==> src/rtl/phaser_in_rdlvl.sv <==
// Read-path fine-delay calibration for the input phaser: rewinds the tap,
// sweeps it voting on DQS samples, then parks past the first stable 0->1 edge.
module phaser_in_rdlvl #(
    parameter int TAP_MAX       = 63,
    parameter int SETTLE_CYCLES = 8,
    parameter int SAMPLES       = 4,
    parameter int CENTER_OFFSET = 16
) (
    input  logic       SYSCLK,
    input  logic       RST_N,
    input  logic       START,
    input  logic       SAMPLE,
    input  logic       SAMPLEVALID,
    input  logic       COUNTERLOADEN,
    input  logic [5:0] COUNTERLOADVAL,
    input  logic       COUNTERREADEN,
    output logic [5:0] COUNTERREADVAL,
    output logic       FINEENABLE,
    output logic       FINEINC,
    output logic       FINEOVERFLOW,
    output logic [5:0] EDGETAP,
    output logic       BUSY,
    output logic       DONE,
    output logic       FAIL
);

    typedef enum logic [2:0] {
        S_IDLE, S_REWIND, S_SETTLE, S_SAMPLE, S_EVAL, S_STEP, S_CENTER
    } state_t;

    localparam logic [5:0] TMAX     = 6'(TAP_MAX);
    localparam logic [7:0] SET_LAST = 8'(SETTLE_CYCLES - 1);
    localparam logic [3:0] SMP_LAST = 4'(SAMPLES - 1);
    localparam logic [3:0] SMP_ALL  = 4'(SAMPLES);
    localparam logic [6:0] OFFS     = 7'(CENTER_OFFSET);

    state_t     state, state_n;
    logic [5:0] tap, tap_n;
    logic [7:0] settle_cnt, settle_n;
    logic [3:0] smp_cnt, smp_n;
    logic [3:0] ones_cnt, ones_n;
    logic       seen_low, seen_n;
    logic [5:0] edge_tap, edge_n;
    logic       done, done_n;
    logic       fail, fail_n;
    logic       fine_en, fen_n;
    logic       fine_inc, finc_n;
    logic       fine_ovf, fovf_n;
    logic [5:0] read_val, read_n;

    logic       mv_req, mv_inc;
    logic [6:0] sum;
    logic [5:0] target;

    // Centering target is formed one bit wider so the clamp sees the carry.
    assign sum    = {1'b0, edge_tap} + OFFS;
    assign target = (sum > {1'b0, TMAX}) ? TMAX : sum[5:0];

    always_ff @(posedge SYSCLK) begin
        if (!RST_N) begin
            state      <= S_IDLE;
            tap        <= '0;
            settle_cnt <= '0;
            smp_cnt    <= '0;
            ones_cnt   <= '0;
            seen_low   <= 1'b0;
            edge_tap   <= '0;
            done       <= 1'b0;
            fail       <= 1'b0;
            fine_en    <= 1'b0;
            fine_inc   <= 1'b0;
            fine_ovf   <= 1'b0;
            read_val   <= '0;
        end else begin
            state      <= state_n;
            tap        <= tap_n;
            settle_cnt <= settle_n;
            smp_cnt    <= smp_n;
            ones_cnt   <= ones_n;
            seen_low   <= seen_n;
            edge_tap   <= edge_n;
            done       <= done_n;
            fail       <= fail_n;
            fine_en    <= fen_n;
            fine_inc   <= finc_n;
            fine_ovf   <= fovf_n;
            read_val   <= read_n;
        end
    end

    always_comb begin
        state_n  = state;
        tap_n    = tap;
        settle_n = settle_cnt;
        smp_n    = smp_cnt;
        ones_n   = ones_cnt;
        seen_n   = seen_low;
        edge_n   = edge_tap;
        done_n   = done;
        fail_n   = fail;
        mv_req   = 1'b0;
        mv_inc   = 1'b0;
        fen_n    = 1'b0;
        finc_n   = 1'b0;
        fovf_n   = 1'b0;

        unique case (state)
            S_IDLE: begin
                if (COUNTERLOADEN) tap_n = COUNTERLOADVAL;
                if (START) begin
                    done_n   = 1'b0;
                    fail_n   = 1'b0;
                    seen_n   = 1'b0;
                    edge_n   = '0;
                    settle_n = '0;
                    if (tap_n != '0) begin
                        state_n = S_REWIND;
                        mv_req  = 1'b1;
                    end else begin
                        state_n = S_SETTLE;
                    end
                end
            end
            S_REWIND: begin
                if (tap == '0) begin
                    state_n  = S_SETTLE;
                    settle_n = '0;
                end else begin
                    mv_req = 1'b1;
                end
            end
            S_SETTLE: begin
                if (settle_cnt == SET_LAST) begin
                    state_n  = S_SAMPLE;
                    settle_n = '0;
                    smp_n    = '0;
                    ones_n   = '0;
                end else begin
                    settle_n = settle_cnt + 8'd1;
                end
            end
            S_SAMPLE: begin
                if (SAMPLEVALID) begin
                    smp_n  = smp_cnt + 4'd1;
                    ones_n = ones_cnt + {3'b000, SAMPLE};
                    if (smp_cnt == SMP_LAST) state_n = S_EVAL;
                end
            end
            S_EVAL: begin
                if (ones_cnt == '0) seen_n = 1'b1;
                if (ones_cnt == SMP_ALL && seen_low) begin
                    edge_n  = tap;
                    state_n = S_CENTER;
                end else if (tap == TMAX) begin
                    fail_n  = 1'b1;
                    state_n = S_IDLE;
                end else begin
                    state_n = S_STEP;
                end
            end
            S_STEP: begin
                mv_req   = 1'b1;
                mv_inc   = 1'b1;
                state_n  = S_SETTLE;
                settle_n = '0;
            end
            S_CENTER: begin
                if (tap == target) begin
                    done_n  = 1'b1;
                    state_n = S_IDLE;
                end else begin
                    mv_req = 1'b1;
                    mv_inc = 1'b1;
                end
            end
            default: state_n = S_IDLE;
        endcase

        // Moves apply to the post-load tap so a same-cycle load is honoured.
        if (mv_req) begin
            if (mv_inc ? (tap_n == TMAX) : (tap_n == '0)) begin
                fovf_n = 1'b1;
            end else begin
                fen_n  = 1'b1;
                finc_n = mv_inc;
                tap_n  = mv_inc ? tap_n + 6'd1 : tap_n - 6'd1;
            end
        end

        read_n = COUNTERREADEN ? tap_n : read_val;
    end

    assign COUNTERREADVAL = read_val;
    assign FINEENABLE     = fine_en;
    assign FINEINC        = fine_inc;
    assign FINEOVERFLOW   = fine_ovf;
    assign EDGETAP        = edge_tap;
    assign BUSY           = (state != S_IDLE);
    assign DONE           = done;
    assign FAIL           = fail;

endmodule

==> config.mk <==
export PLATFORM = sky130hd
export DESIGN_NAME = phaser_in_rdlvl
export DESIGN_NICKNAME = d
export VERILOG_FILES = /design/src/rtl/phaser_in_rdlvl.sv
export SDC_FILE = /design/constraint.sdc
export NUM_CORES = 1
export LEC_CHECK = 0
export ABC_AREA = 1
export CAP_MARGIN = 10
export CORE_MARGIN = 5
export CORE_UTILIZATION = 35
export CTS_CLUSTER_DIAMETER = 150
export DETAILED_ROUTE_END_ITERATION = 16
export PLACE_DENSITY = 0.53
export SYNTH_ARGS = -nofsm -noshare
export SYNTH_HDL_FRONTEND = slang
export SYNTH_SLANG_ARGS = --single-unit
==> constraint.sdc <==
create_clock -name SYSCLK -period 5.2 [get_ports SYSCLK]
set_input_delay 1.04 -clock SYSCLK [delete_from_list [all_inputs] [get_ports SYSCLK]]
set_output_delay 1.04 -clock SYSCLK [all_outputs]
set_load 0.01 [all_outputs]
== Word-level counts from Yosys, hierarchy flattened ==
Cells that the tools add are included.
Operators by class
  add/subtract/negate cells: 6
  order comparisons: 1
  equal/unequal tests: 22
  mux-type cells: 46
  bitwise operators: 2
  reductions and logical operators: 20
Operators by type and width (count)
  6-bit two-way mux: 9
  8-bit one-hot mux with 4 select lines: 1
  3-bit two-way mux: 8
  8-bit two-way mux: 3
  3-bit one-hot mux with 7 select lines: 1
  2-bit != test, second input constant: 10
  4-bit one-hot mux with 2 select lines: 2
  3-bit AND reduction: 5
  6-bit equality test, second input constant: 2
  6-bit zero test: 2
  1-bit two-way mux: 12
  4-bit two-way mux: 3
  6-bit one-hot mux with 2 select lines: 1
  3-bit equality test, second input constant: 3
  8-bit by 1-bit adder with 8-bit output, second input constant: 1
  8-bit by 3-bit equality test with 1-bit output, second input constant: 1
  1-bit one-hot mux with 2 select lines: 4
  6-bit by 5-bit adder with 7-bit output, second input constant: 1
  7-bit by 6-bit greater-than comparator with 1-bit output, second input constant: 1
  6-bit by 1-bit adder with 6-bit output, second input constant: 1
  3-bit by 2-bit equality test with 1-bit output, second input constant: 2
  6-bit equality test: 1
  6-bit AND reduction: 1
  2-bit nonzero test: 3
  other kinds (18): 19
Storage, ports and cells
  flip-flop bits (word level): 43
  input port bits: 13

== Logic depth before layout (Yosys ltp) ==
  depth after elaboration: 9
  depth in mapped cells: 26
  gate-level depth less buffers: 26

== Least setup slack after synthesis ==
Ideal clock, no wire load.
  kind: reg-to-reg
  from: register edge_tap[4], in the netlist EDGETAP[4]
  to: register read_val[5], in the netlist COUNTERREADVAL[5]
  data arrival time: 3.029 ns
  data required time: 5.091 ns
  setup slack: 2.062 ns
  cell stages (with the launch flop): 25
  buffers on the path: 0
  period minus slack after synthesis: 3.138 ns
  cell sequence: dfxtp_1 -> inv_1 -> ha_1 -> nor2_1 -> nand2_1 -> o21bai_2 -> nand2_2 -> nand3_1 -> nand2_1 -> nor2_1 -> nand2_1 -> nand2_4 -> nand2_1 -> inv_1 -> ha_1 -> nand2_1 -> a21oi_1 -> a211oi_1 -> o31ai_1 -> o211ai_1 -> nand2_1 -> nand2_1 -> nand3_1 -> nand2_1 -> inv_1
On the way
  longest elaborated chain between the ends: 9
  elaborated cells on any way between the ends: 11
  classes of those cells: 1 x add/sub; 1 x order compare; 1 x eq/ne; 8 x mux
Ends and longest elaborated chain
  start: declaration: line 43  | logic [5:0] edge_tap, edge_n;
  start signal: assignment: line 81  | edge_tap <= edge_n;
  6-bit by 5-bit adder with 7-bit output *: line 56  | assign sum = {1'b0, edge_tap} + OFFS;
  7-bit by 6-bit greater-than comparator with 1-bit output: line 57  | assign target = (sum > {1'b0, TMAX}) ? TMAX : sum[5:0];
  6-bit two-way mux *: line 57
  6-bit equality test *: line 168  | if (tap == target) begin
  1-bit two-way mux *: line 168
  1-bit one-hot mux with 2 select lines: line 107  | unique case (state)
  6-bit two-way mux or 1-bit two-way mux (tied branches): line 186, 181
  6-bit two-way mux: line 181  | if (mv_inc ? (tap_n == TMAX) : (tap_n == '0)) begin
  6-bit two-way mux *: line 180  | if (mv_req) begin
  end signal: assignment: line 87  | read_val <= read_n;
  end: declaration: line 49  | logic [5:0] read_val, read_n;
Mark *: on every way between the ends. The rest lies on a longest branch, timed or not.
A chain may end at the register's enable or synchronous reset.

== Worst setup path in the final report ==
  from: register edge_tap[4], in the netlist EDGETAP[4]
  to: register tap[5]
On the way
  longest elaborated chain between the ends: 9
  elaborated cells on any way between the ends: 11
  classes of those cells: 1 x add/sub; 1 x order compare; 1 x eq/ne; 8 x mux
Ends and longest elaborated chain
  6-bit by 5-bit adder with 7-bit output *: line 56
  7-bit by 6-bit greater-than comparator with 1-bit output: line 57
  6-bit two-way mux *: line 57
  6-bit equality test *: line 168
  1-bit two-way mux *: line 168
  1-bit one-hot mux with 2 select lines: line 107
  6-bit two-way mux or 1-bit two-way mux (tied branches): line 186, 181
  6-bit two-way mux: line 181
  6-bit two-way mux *: line 180
  end signal: assignment: line 76  | tap <= tap_n;
  end: declaration: line 38  | logic [5:0] tap, tap_n;
Marked as above.

==> results.txt <==
----------------------------------------------------
[Run status]
  Outcome ... completed

[Synthesis]
  Multiplexer area fraction after synthesis ... 0%
  Synthesis warning total ... 0
  Simple-Gate Fraction of Synth Area ... 34.5%
  Part of the Yosys area used for sequential elements ... 32.1%
  Synth Area in Compound Gates ... 16.3%
  Syn avg cell area ... 6.97 um2
  Post-synthesis net count ... 409
  Count of state elements after synthesis ... 43
  Synth cell types ... 45
  Post-synthesis share of cell area spent on full adders, half adders and majority gates ... 5.41%
  Synthesized netlist cell count ... 385
  Combinational family with the most area after synthesis ... simple AND/OR/NAND/NOR gates
  Post-Synth XOR/XNOR Area ... 2.28%
  Netlist Area Pre-Place ... 0.00268 mm2

[Min path]
  Worst min-delay path category ... flop to flop
  Start point of the worst min-delay path ... FAIL

[Clock network]
  Total of hold buffers inserted after clock tree synthesis ... 0
  Clock latency on the worst-skew pair ... 0.29 ns
  CTS tree ... built
  TritonCTS buffer count ... 5
  Register clock-pin slew on the reported worst setup and hold paths ... 0.08 ns
  Clock root buffer master ... sky130_fd_sc_hd__clkbuf_8
  Sink count of the clock tree ... 43
  Cts repair resizes ... 0
  Worst-case clock buffer depth ... 2
  Postcts setup bufs ... 0
  Level count of the clock H-tree ... 2

[Layout]
  Number of inserted diodes ... 0
  Footprint of the flip-flops and latches ... 861 um2
  Most frequent cells in the layout ... 68 x sky130_fd_sc_hd__nand2_1, 50 x sky130_fd_sc_hd__inv_1, 46 x sky130_fd_sc_hd__nor2_1
  Fill cell count ... 839
  Ratio of cells with drive above 1 in the final layout ... 11.3%
  P&R area growth vs syn ... 17.6%
  Multi-input gate area in the final layout ... 0.00157 mm2
  Leading cell type in the layout, fill and taps excluded ... sky130_fd_sc_hd__nand2_1
  Net total in the final layout ... 439
  Layout Utilization ... 41.5%

[Placement]
  Dpl ws ... 1.50 ns
  GPL Wtd Cong ... 0.826
  Port-buffer cells ... 30
  Half-perimeter wire length after detailed placement ... 5.00 mm

[GRT]
  Overflow after GRT ... 0
  Overall track demand over capacity in global routing ... 13.9%
  Largest net degree at the start of global routing ... 25
  Global-route wire length before repair ... 11.2 mm
  Vias in the first global route ... 2469
  Initial antenna violation count ... 0

[Timing]
  Final Cycle Share ... 71.2%
  Worst-case clock skew ... 0.00577 ns
  Pin slew with the least headroom to its limit ... 0.854 ns
  Clock period minus worst slack ... 3.70 ns
  Worst relative slew slack ... 43.0%
  Least setup slack across all paths after layout ... 1.50 ns
  Number of endpoints failing setup at the final stage ... 0
  Setup TNS ... 0 ns
  Setup repair after global routing missed its margin ... false
  Max Clock Freq ... 0.270 GHz
  Final Hold Viols ... 0
  Hold_ws ... 0.471 ns
  Final slew viol count ... 0

[Setup path]
  Type of element launching the critical path ... flop
  Worst-path maximum fanout ... 6
  Worst reg2reg startpoint ... EDGETAP[4]
  Kind of end point of the critical path ... flop
  CP most frequent cell ... sky130_fd_sc_hd__nand2_1
  Stage delay of the slowest cell on the critical path ... 0.43 ns
  Ordered cell list for the critical path ... inv_1 > ha_1 > nor2_1 > nand2_1 > o21bai_2 > nand2_2 > nand3_1 > nand2_1 > nor2_1 > nand2_1 > nand2_4 > nand2_1 > inv_1 > ha_1 > nand2_1 > a21oi_1 > a211oi_1 > o31ai_1 > o211ai_1 > nand3_1 > a21oi_1
  Cell with the largest stage delay on the worst path ... sky130_fd_sc_hd__dfxtp_1
  Critical Setup Path Class ... flop to flop
  Critical path origin ... EDGETAP[4]
  Required arrival time at the worst endpoint ... 5.40 ns
  Arrival time reported for the critical path endpoint ... 3.90 ns

[Drt]
  Avg Vias per Cell ... 4.80
  Average wire per cell in the routed design ... 12.5 um
  Post-route antenna net violation count ... 0
  Detailed Route WL ... 6.50 mm
  Detailed-router iteration count before antenna repair ... 5
  Met2 routed wirelength ... 2.99 mm
  Met1 routed wirelength after detailed routing ... 3.19 mm
  Uppermost metal layer occupied by signal nets ... met4
  Vias ... 2485
  Iter 0 DRT Violations ... 88
  Met3 wire length ... 271 um
  Drc violations ... 0

[Die]
  Std cell rows ... 32
  I/O pins ... 31
  Overall die area ... 0.00952 mm2
  Initial core utilization ... 35.3%
  Chip Height ... 97.6 um
  Standard cell core area ... 0.00761 mm2
  Chip width ... 97.6 um

[Job]
  Count of max-cap constraint violations ... 0

[Pwr]
  Power density relative to cell area ... 631 mW/mm2
  Reported leakage power ... 1.37 nW
  Peak supply drop ... 0.286 mV

----------------------------------------------------
per-layer routing:
layer | track usage (%) | up-vias
li1 | - | 1322
met5 | 0 | -
met4 | 3.83 | 0
met1 | 17.9 | 1123
met3 | 3.02 | 4
met2 | 23.6 | 36
cells by family after synthesis:
kind of cell    Yosys count
xor+xnor                  7
simple gates            193
flops                    43
fa+ha+maj                11
buf+inv                  62
compound gates           69
worst max-delay path, delay by kind of cell, from the launching register on:
family,cells,cell delay [ns]
AO/OA/AOI/OAI,6,0.96
AND/OR/NAND/NOR,11,1.21
flip-flops,1,0.43
adder cells (fa/ha/maj),2,0.65
buffers and inverters,2,0.35
per-stage QoR:
stage / power [mW] / instances / instance area, um2
2_1_floorplan: 1.44 / 385 / 2680
6_report: 1.99 / 518 / 3160
3_5_place_dp: 1.77 / 510 / 3070
4_1_cts: 2.00 / 518 / 3160
3_3_place_gp: 1.76 / 510 / 3070
5_1_grt: 2.19 / 518 / 3160
final timing paths:
| kind | to | slack, ns | cells after the start |
|---|---|---|---|
| worst max-delay path | tap[5] | 1.50 | 21 |
| worst min-delay path | FAIL | 0.47 | 2 |
| worst max register to register | tap[5] | 1.50 | 21 |
| worst min register to register | FAIL | 0.47 | 2 |
cell usage after synthesis (all sizes together):
cell type	n	area (um2)
a211oi	3	22.5
a21boi	3	41.3
a21oi	30	154
a31o	1	8.76
a41oi	1	8.76
and3	4	25.0
buf	4	32.5
clkbuf	3	11.3
clkinv	1	3.75
dfxtp	43	861
fa	1	20.0
ha	10	125
inv	54	205
nand2	80	340
nand3	35	205
nand4	4	25.0
nor2	53	226
nor3	10	55.1
nor3b	4	30.0
nor4	1	6.26
o2111ai	1	15.0
o211ai	2	15.0
o21ai	23	130
o21bai	2	18.8
o311ai	1	8.76
o31ai	2	15.0
or2	2	12.5
xnor2	1	8.76
xor2	6	52.6
cell type report:
| cell class | count | share of cell area (%) |
|---|---|---|
| Multi-Input combinational cell | 280 | 49.7 |
| Clock buffer | 5 | 2.18 |
| Tap cell | 102 | 4.04 |
| Sequential cell | 43 | 27.3 |
| Clock inverter | 3 | 0.634 |
| Inverter | 55 | 6.62 |
| Timing Repair Buffer | 30 | 9.51 |
power by group:
| group | internal (mW) | switching [mW] | total, mW |
|---|---|---|---|
| sequential | 0.416 | 0.0820 | 0.498 |
| combinational | 0.501 | 0.778 | 1.28 |
| clock | 0.0936 | 0.120 | 0.214 |
| total | 1.01 | 0.981 | 1.99 |
sequential cells by signal, summed over array words and instances, names as in the netlist:
name and count:
settle_cnt 8, COUNTERREADVAL 6, EDGETAP 6, tap 6, ones_cnt 4, smp_cnt 4, state 3, DONE 1
FAIL 1, FINEENABLE 1, FINEINC 1, FINEOVERFLOW 1, seen_low 1
(Power assumes the default switching activity.)
